File: config.mk
export PLATFORM = sky130hd
export DESIGN_NAME = instr_imm_encoder
export DESIGN_NICKNAME = d
export VERILOG_FILES = /design/src/rtl/instr_imm_encoder.sv
export SDC_FILE = /design/constraint.sdc
export NUM_CORES = 1
export LEC_CHECK = 0
export ABC_CLOCK_PERIOD_IN_PS = 2700
export BUFFER_PORTS_ARGS = -buffer_cell sky130_fd_sc_hd__buf_2
export CAP_MARGIN = 25
export CORE_MARGIN = 5
export CORE_UTILIZATION = 50
export DETAILED_ROUTE_END_ITERATION = 10
export GPL_TIMING_DRIVEN = 0
export PLACE_DENSITY = 0.82
export SYNTH_ARGS = -nofsm -noshare
export SYNTH_HDL_FRONTEND = slang
export SYNTH_SLANG_ARGS = --single-unit
File: constraint.sdc
create_clock -name clk -period 2.7 [get_ports clk]
set_input_delay 0.27 -clock clk [delete_from_list [all_inputs] [get_ports clk]]
set_output_delay 0.27 -clock clk [all_outputs]
set_load 0.02 [all_outputs]
File: src/rtl/instr_imm_encoder.sv
// Two-stage immediate encoder: S1 merges the immediate into the base word, S2 holds the output.
// Define IMM_RANGE_CHECK_EN to flag out-of-range immediates and illegal types on out_err.
module instr_imm_encoder (
   input  logic        clk,
   input  logic        rst,
   input  logic        in_valid,
   output logic        in_ready,
   input  logic [2:0]  imm_type,
   input  logic [31:0] imm,
   input  logic [31:0] base,
   output logic        out_valid,
   input  logic        out_ready,
   output logic [31:0] out_instr,
   output logic        out_err,
   output logic [15:0] enc_count
);

   localparam logic [2:0] TYPE_I = 3'b000;
   localparam logic [2:0] TYPE_S = 3'b001;
   localparam logic [2:0] TYPE_B = 3'b010;
   localparam logic [2:0] TYPE_U = 3'b011;
   localparam logic [2:0] TYPE_J = 3'b100;

   logic        s1_valid_q, s2_valid_q;
   logic [31:0] s1_instr_q, s2_instr_q;
   logic [15:0] cnt_q, cnt_d;
   logic [31:0] enc_instr_d;
   logic        s2_move, out_hs;

   // S2 frees up when empty or draining; S1 frees up when empty or moving into S2.
   assign s2_move  = !s2_valid_q || out_ready;
   assign in_ready = !s1_valid_q || s2_move;
   assign out_hs   = s2_valid_q && out_ready;
   assign cnt_d    = cnt_q + 16'd1;

   always_comb begin
      enc_instr_d = base;
      case (imm_type)
         TYPE_I: enc_instr_d[31:20] = imm[11:0];
         TYPE_S: begin
            enc_instr_d[31:25] = imm[11:5];
            enc_instr_d[11:7]  = imm[4:0];
         end
         TYPE_B: begin
            enc_instr_d[31]    = imm[12];
            enc_instr_d[30:25] = imm[10:5];
            enc_instr_d[11:8]  = imm[4:1];
            enc_instr_d[7]     = imm[11];
         end
         TYPE_U: enc_instr_d[31:12] = imm[31:12];
         TYPE_J: begin
            enc_instr_d[31]    = imm[20];
            enc_instr_d[30:21] = imm[10:1];
            enc_instr_d[20]    = imm[11];
            enc_instr_d[19:12] = imm[19:12];
         end
         default: enc_instr_d = base;
      endcase
   end

   always_ff @(posedge clk or posedge rst) begin
      if (rst) begin
         s1_valid_q <= 1'b0;
         s2_valid_q <= 1'b0;
         s1_instr_q <= '0;
         s2_instr_q <= '0;
         cnt_q      <= '0;
      end else begin
         if (in_ready) begin
            s1_valid_q <= in_valid;
            if (in_valid) s1_instr_q <= enc_instr_d;
         end
         if (s2_move) begin
            s2_valid_q <= s1_valid_q;
            if (s1_valid_q) s2_instr_q <= s1_instr_q;
         end
         if (out_hs) cnt_q <= cnt_d;
      end
   end

   assign out_valid = s2_valid_q;
   assign out_instr = s2_instr_q;
   assign enc_count = cnt_q;

`ifdef IMM_RANGE_CHECK_EN
   logic range_err_d;
   logic s1_err_q, s2_err_q;

   // Signed range checks reduce to "all bits above the field are copies of its sign bit".
   always_comb begin
      range_err_d = 1'b0;
      case (imm_type)
         TYPE_I, TYPE_S: range_err_d = !((&imm[31:11]) || !(|imm[31:11]));
         TYPE_B: range_err_d = !((&imm[31:12]) || !(|imm[31:12])) || imm[0];
         TYPE_U: range_err_d = |imm[11:0];
         TYPE_J: range_err_d = !((&imm[31:20]) || !(|imm[31:20])) || imm[0];
         default: range_err_d = 1'b1;
      endcase
   end

   always_ff @(posedge clk or posedge rst) begin
      if (rst) begin
         s1_err_q <= 1'b0;
         s2_err_q <= 1'b0;
      end else begin
         if (in_ready && in_valid) s1_err_q <= range_err_d;
         if (s2_move && s1_valid_q) s2_err_q <= s1_err_q;
      end
   end

   assign out_err = s2_err_q;
`else
   assign out_err = 1'b0;
`endif

endmodule

==> flow_summary.yaml, run 1 <==
hold_path:
  hp-start: "base[6]"
  min_path_type: "in -> reg"
finish:
  layout-drive-gt1-share_pct: 43.3
  fillers: 611
  multi_input_area_um2: 1540
  syn_to_final_growth_pct: 25.3
  final-instance-count-excl-fill: 554
  seqCellArea_um2: 2050
  nets: 523
  diodes: 0
global_routing:
  grt_use_total_pct: 20.7
  overflow: 0
  grt_pass1_vias: 2961
  antenna_found_initial: 0
  grt_max_degree: 46
  grt_pass1_wl_um: 14400
routing:
  dr.pass1.iters: 4
  num_vias: 2915
  ant_nets: 0
  drtIter0Drc: 96
  drcViolationCount: 0
  avgViaCountPerCell: 5.26
  wl_per_cell_um: 16.2
  routed_wl_um: 8980
timing:
  finalSetupViolations: 0
  hold_viol_final: 0
  rsz0062_at_grt: "no"
  fin_ws_ps: 880
  skew_ps: 7.68
  worst_pin_slew_ps: 502
  slew_headroom_pct: 66.5
  finalSetupTns_ps: 0
  clock.fmax_mhz: 549
  period_share_pct: 67.4
  hold_ws_ps: 116
  drv_slew: 0
  layout_min_cycle_time_ps: 1820
clocking:
  cts_root_buf: "clkbuf_8"
  clk_pin_slew_worst_paths_ps: 80
  clock-sinks: 82
  cts_tree: "built"
  cts_setup_buffers: 0
  clockBufferDepth: 2
  cts_buffers: 9
  clk_latency_ps: 340
  htreeDepth: 3
floorplan:
  die_area_um2: 9210
  fp-row-count: 31
  initial_utilization_pct: 51.2
  chipHeight_um: 96.0
  pin_count: 122
  die_w_um: 96.0
  coreArea_um2: 7210
setup_path:
  crit_chain: "nand3b_1, and2_1, clkbuf_1, buf_2, mux2_2"
  arrival_ps: 2050
  critical_path.endpoint_type: "flop"
  r2r-start: "out_valid"
  cp.required_ps: 2930
  worst_path_largest_cell_delay_ps: 430
  crit_slowest_cell: "dfrtp_1"
  crit_fanout: 10
  startpoint_type: "flop"
  cp-startpoint: "out_valid"
  crit_type: "reg -> reg"
place:
  io_buffers: 120
  place_congestion: 0.815
  place_inst: 538
  dp_hpwl_um: 6840
  pre_cts_ws_ps: 872
logic_synthesis:
  synth_edf_count: 0
  synth_common_cells: "82 x dfrtp_1, 46 x mux2_2, 46 x nand2_1"
  synth_nets: 390
  avgSynthCellArea_um2: 11.6
  synth.most_common_cell: "dfrtp_1"
  syn_area_um2: 3700
  ys_seq_area_share_pct: 55.5
  synth_cells: 318
  synth-main-ff-cell: "dfrtp_1"
  async_flop_share_pct: 100
  yosys-top-cells-area: "dfrtp_1 55%, mux2_2 14%, mux2i_1 4.9%"
  yosys.cell_types.count: 33
  yosys.area.top_type: "dfrtp_1"
  synth_top_area_share_pct: 55.5
  ys_ff_latch: 82
  synth_warnings: 0
status:
  status: "finished, final reports clean"
job:
  drv_cap: 0
power:
  powerDensity_nw_per_um2: 734
  finalPower_uw: 3400
  vdd.ir_drop.worst_mv: 0.368
  leakagePower_uw: 0.00232
## flip-flops by register name (all words and copies together) (netlist names)
| register | count |
|---|---|
| out_instr | 32 |
| s1_instr_q | 32 |
| enc_count | 16 |
| out_valid | 1 |
| s1_valid_q | 1 |
## metrics by stage
stage / util, % / area (µm²)
finish: 64.2 / 4630
global route: 64.2 / 4630
CTS: 64.2 / 4630
detailed placement: 61.6 / 4440
global placement: 61.3 / 4420
floorplan: - / 3700
## path summary, 6_finish.rpt
check / endpoint / slack, ps / depth (start not counted)
setup / recovery: s1_instr_q[26] / 880 / 5
setup reg to reg: s1_instr_q[26] / 880 / 5
hold / removal: s1_instr_q[6] / 120 / 3
min in group asynchronous: enc_count[15] / 500 / 3
max in group asynchronous: out_instr[21] / 1610 / 4
hold reg to reg: enc_count[15] / 470 / 1
## repair_timing
action | CTS | global route
hold buffers | 1 | 0
endpoints found under the setup margin | 0 | 0
hold endpoints to repair | 37 | 0
resized for setup | 0 | 0
## layout by cell type, fill, tap and decap left out, drive strengths merged, types with 2 or more instances in the layout
cell and count:
mux2 46, inv 6, o311ai 2, buf 131
xor2 6, a22o 2, a21oi 11, xnor2 10
nand3 5, nand2 46, mux2i 18, nor3 4
o22ai 14, nor2 9, o21ai 20, nand2b 8
nor4 2, nand4 2, dfrtp 82, clkbuf 18
clkinvlp 3
## logic make-up (layout without fill, tap and decap cells)
kind of cell	count (synthesis)	in the layout	share of synthesized area, %
compound gates	50	50	7.72
xor+xnor	16	16	3.79
fa+ha+maj	2	2	0.609
buf+inv	23	160	2.91
flops	82	82	55.5
mux	64	64	18.9
other cells	1	1	0.101
simple gates	80	80	10.5
## worst max-delay path: cells and delay by family (launching register included)
kind	cells	cell delay (ps)
simple gates	2	340
buf+inv	2	580
mux	1	350
flops	1	430
## cell type report
cell class                      instances  area share, %
Tap cell                               99           2.67
Clock inverter                          4          0.594
Buffer                                 17           1.84
Clock buffer                           11           3.27
Timing Repair Buffer                  122           13.6
Sequential cell                        82           44.3
Multi-Input combinational cell        213           33.2
Inverter                                6          0.540
## per-layer routing
| layer | global-route usage, % | up-vias | part of all wire (%) |
|---|---|---|---|
| li1 | - | 1370 | - |
| met1 | 27.1 | 1440 | 43 |
| met2 | 34.0 | 95 | 50 |
| met3 | 4.22 | 10 | 6.0 |
| met4 | 7.70 | 0 | 1.2 |
| met5 | 0 | - | 0 |
## report_power, final
group          switching [µW]  leakage, µW  internal, µW  total [µW]
clock                     425    0.0000834           377         802
combinational             541      0.00124           406         947
sequential                171     0.000990          1480        1650
total                    1140      0.00232          2260        3400
No activity file was read; power rests on OpenSTA's default activity.
==> run 2, diff against run 1 <==
--- a/config.mk
+++ b/config.mk
@@ -5,7 +5,7 @@
 export SDC_FILE = /design/constraint.sdc
 export NUM_CORES = 1
 export LEC_CHECK = 0
-export ABC_CLOCK_PERIOD_IN_PS = 2700
+export ABC_CLOCK_PERIOD_IN_PS = 1700
 export BUFFER_PORTS_ARGS = -buffer_cell sky130_fd_sc_hd__buf_2
 export CAP_MARGIN = 25
 export CORE_MARGIN = 5
==> constraint.sdc (replaced) <==
create_clock -name clk -period 1.7 [get_ports clk]
set_input_delay 0.17 -clock clk [delete_from_list [all_inputs] [get_ports clk]]
set_output_delay 0.17 -clock clk [all_outputs]
set_load 0.02 [all_outputs]
==> run 2 against run 1 <==
Die area unchanged. Clock power up 93%. Sequential power increased by 59%. Sequential cell count did not move. Critical path type unchanged. Highest routed layer unchanged.
==> flow_summary.yaml, run 2 (synthesis gave the netlist of run 1 again) <==
status:
  status: "finished, final reports clean"
routing:
  avgViaCountPerCell: 5.19
  wl_per_cell_um: 15.2
  dr.pass1.iters: 4
  num_vias: 2908
  routed_wl_um: 8520
  drtIter0Drc: 69
  drcViolationCount: 0
  ant_nets: 0
clocking:
  cts_root_buf: "clkbuf_8"
  clockBufferDepth: 2
  cts_buffers: 9
  clk_latency_ps: 350
  clk_pin_slew_worst_paths_ps: 80
  clock-sinks: 82
  cts_setup_buffers: 0
  htreeDepth: 3
  cts_tree: "built"
power:
  intPower_uw: 3840
  seqPwrFrac_pct: 46.1
  combPwrFrac_pct: 26.6
  powerDensity_nw_per_um2: 1200
  swShare_pct: 32.3
  finalPower_uw: 5680
  power_switching_uw: 1830
  clkPwrFrac_pct: 27.3
  vdd.ir_drop.worst_mv: 0.651
  leakagePower_uw: 0.00237
setup_path:
  crit_slowest_cell: "dfrtp_1"
  startpoint_type: "flop"
  arrival_ps: 1840
  crit_type: "reg -> reg"
  ff2ff_setup_slack_ps: 140
  cp.required_ps: 1970
  crit_fanout: 6
  worst_path_largest_cell_delay_ps: 440
  r2r-end: "enc_count[15]"
  cp-startpoint: "enc_count[5]"
  crit_chain: "nand3_2, or3_1, buf_6, nor4_4, xor2_1"
  path_depth: 5
  critical_path.top_delay_family: "simple AND/OR/NAND/NOR gates"
  r2r-start: "enc_count[5]"
  path_buf_inv: 1
  cp-endpoint: "enc_count[15]"
  ff2ff_path_depth: 5
  critical_path.endpoint_type: "flop"
floorplan:
  initial_utilization_pct: 51.2
  coreArea_um2: 7210
  chipHeight_um: 96.0
  pin_count: 122
  die_w_um: 96.0
  fp-row-count: 31
  die_area_um2: 9210
place:
  place_congestion: 0.799
  pre_cts_ws_ps: -29.0
  dp_hpwl_um: 6470
  place_inst: 539
  io_buffers: 120
timing:
  fin_ws_ps: 138
  hold_viol_final: 0
  period_share_pct: 91.9
  finalSetupViolations: 0
  rsz0062_at_grt: "no"
  skew_ps: 11.3
  layout_min_cycle_time_ps: 1560
  drv_slew: 0
  slew_headroom_pct: 60.6
  clock.fmax_mhz: 640
  worst_pin_slew_ps: 589
finish:
  nets: 528
  layout_commonest_cell: "buf_2"
  multi_input_area_um2: 1540
  syn_to_final_growth_pct: 28.4
  final-instance-count-excl-fill: 560
  fillers: 590
  mostFrequentLayoutCells: "127 x buf_2, 81 x dfrtp_1, 46 x nand2_1, 46 x mux2_2, 20 x o21ai_0"
  layout-drive-gt1-share_pct: 43.8
  diodes: 0
  utilization_pct: 65.8
  seqCellArea_um2: 2050
global_routing:
  overflow: 0
  grt_pass1_wl_um: 13800
  grt_max_degree: 36
  grt_pass1_vias: 2910
  grt_use_total_pct: 19.6
  antenna_found_initial: 0
job:
  drv_cap: 0
hold_path:
  min_path_type: "in -> reg"
==> run 2: cell types whose count changed in the layout (fill, tap and decap cells not counted), sizes merged <==
cell         delta
dlygate4sd3     +5
bufinv          +2
clkbuf          -2
buf             +1
clkinv          +1
clkinvlp        -1
==> run 2: how the worst min path moves through the flow <==
stage | endpoint | cells past startpoint | from | slack [ps]
CTS | s1_instr_q[4] | 3 | base[4] | 6
floorplan | s1_instr_q[0] | 2 | base[0] | 280
detailed placement | out_instr[13] | 2 | rst | 210
global route | s1_instr_q[0] | 3 | base[0] | 10
global placement | s1_instr_q[6] | 3 | base[6] | 360
finish | s1_instr_q[4] | 3 | base[4] | 10
==> run 2: cell type report <==
| cell class | instances | share of cell area [%] |
|---|---|---|
| Multi-Input combinational cell | 213 | 32.4 |
| Inverter | 6 | 0.554 |
| Clock inverter | 6 | 1.90 |
| Clock buffer | 10 | 2.69 |
| Timing Repair Buffer | 128 | 14.8 |
| Sequential cell | 82 | 43.3 |
| Buffer | 16 | 1.82 |
| Tap cell | 99 | 2.61 |
==> run 2: stage by stage <==
stage	cell area [µm²]	hold slack (ps)	TNS, ps
after floorplan	3700	275	0
after global placement	4430	364	-125
after detailed placement	4470	212	-78.0
after CTS	4730	6.25	0
after global routing	4750	10.9	0
final	4750	14.8	0
==> run 2: per-layer routing <==
| layer | wire [µm] | track usage (%) | part of all wire (%) | up-vias |
|---|---|---|---|---|
| li1 | - | - | - | 1382 |
| met1 | 3550 | 24.6 | 42 | 1388 |
| met2 | 4040 | 31.5 | 47 | 124 |
| met3 | 793 | 6.80 | 9.3 | 14 |
| met4 | 143 | 6.99 | 1.7 | 0 |
| met5 | 0 | 0 | 0 | - |
==> run 2: what timing repair did <==
item | in CTS | in global routing
pin swaps | 0 | 0
hold buffers | 5 | 1
setup endpoints to repair | 3 | 10
gates resized for setup | 0 | 5
hold endpoints to repair | 21 | 1
==> run 2: power by group through the flow <==
| stage | clock [µW] | sequential, µW | combinational [µW] |
|---|---|---|---|
| 2_1_floorplan | 0 | 2970 | 621 |
| 3_3_place_gp | 0 | 2640 | 1470 |
| 3_5_place_dp | 0 | 2660 | 1520 |
| 4_1_cts | 1570 | 2620 | 1540 |
| 5_1_grt | 1670 | 2680 | 1650 |
| 6_report | 1550 | 2620 | 1510 |
==> run 2: worst register-to-register path, delay by kind of cell, from the launching register on <==
family	cells	cell delay, ps
buffers and inverters	1	140
DFF	1	440
and+or+nand+nor	3	730
xor gates and xnor gates	1	170
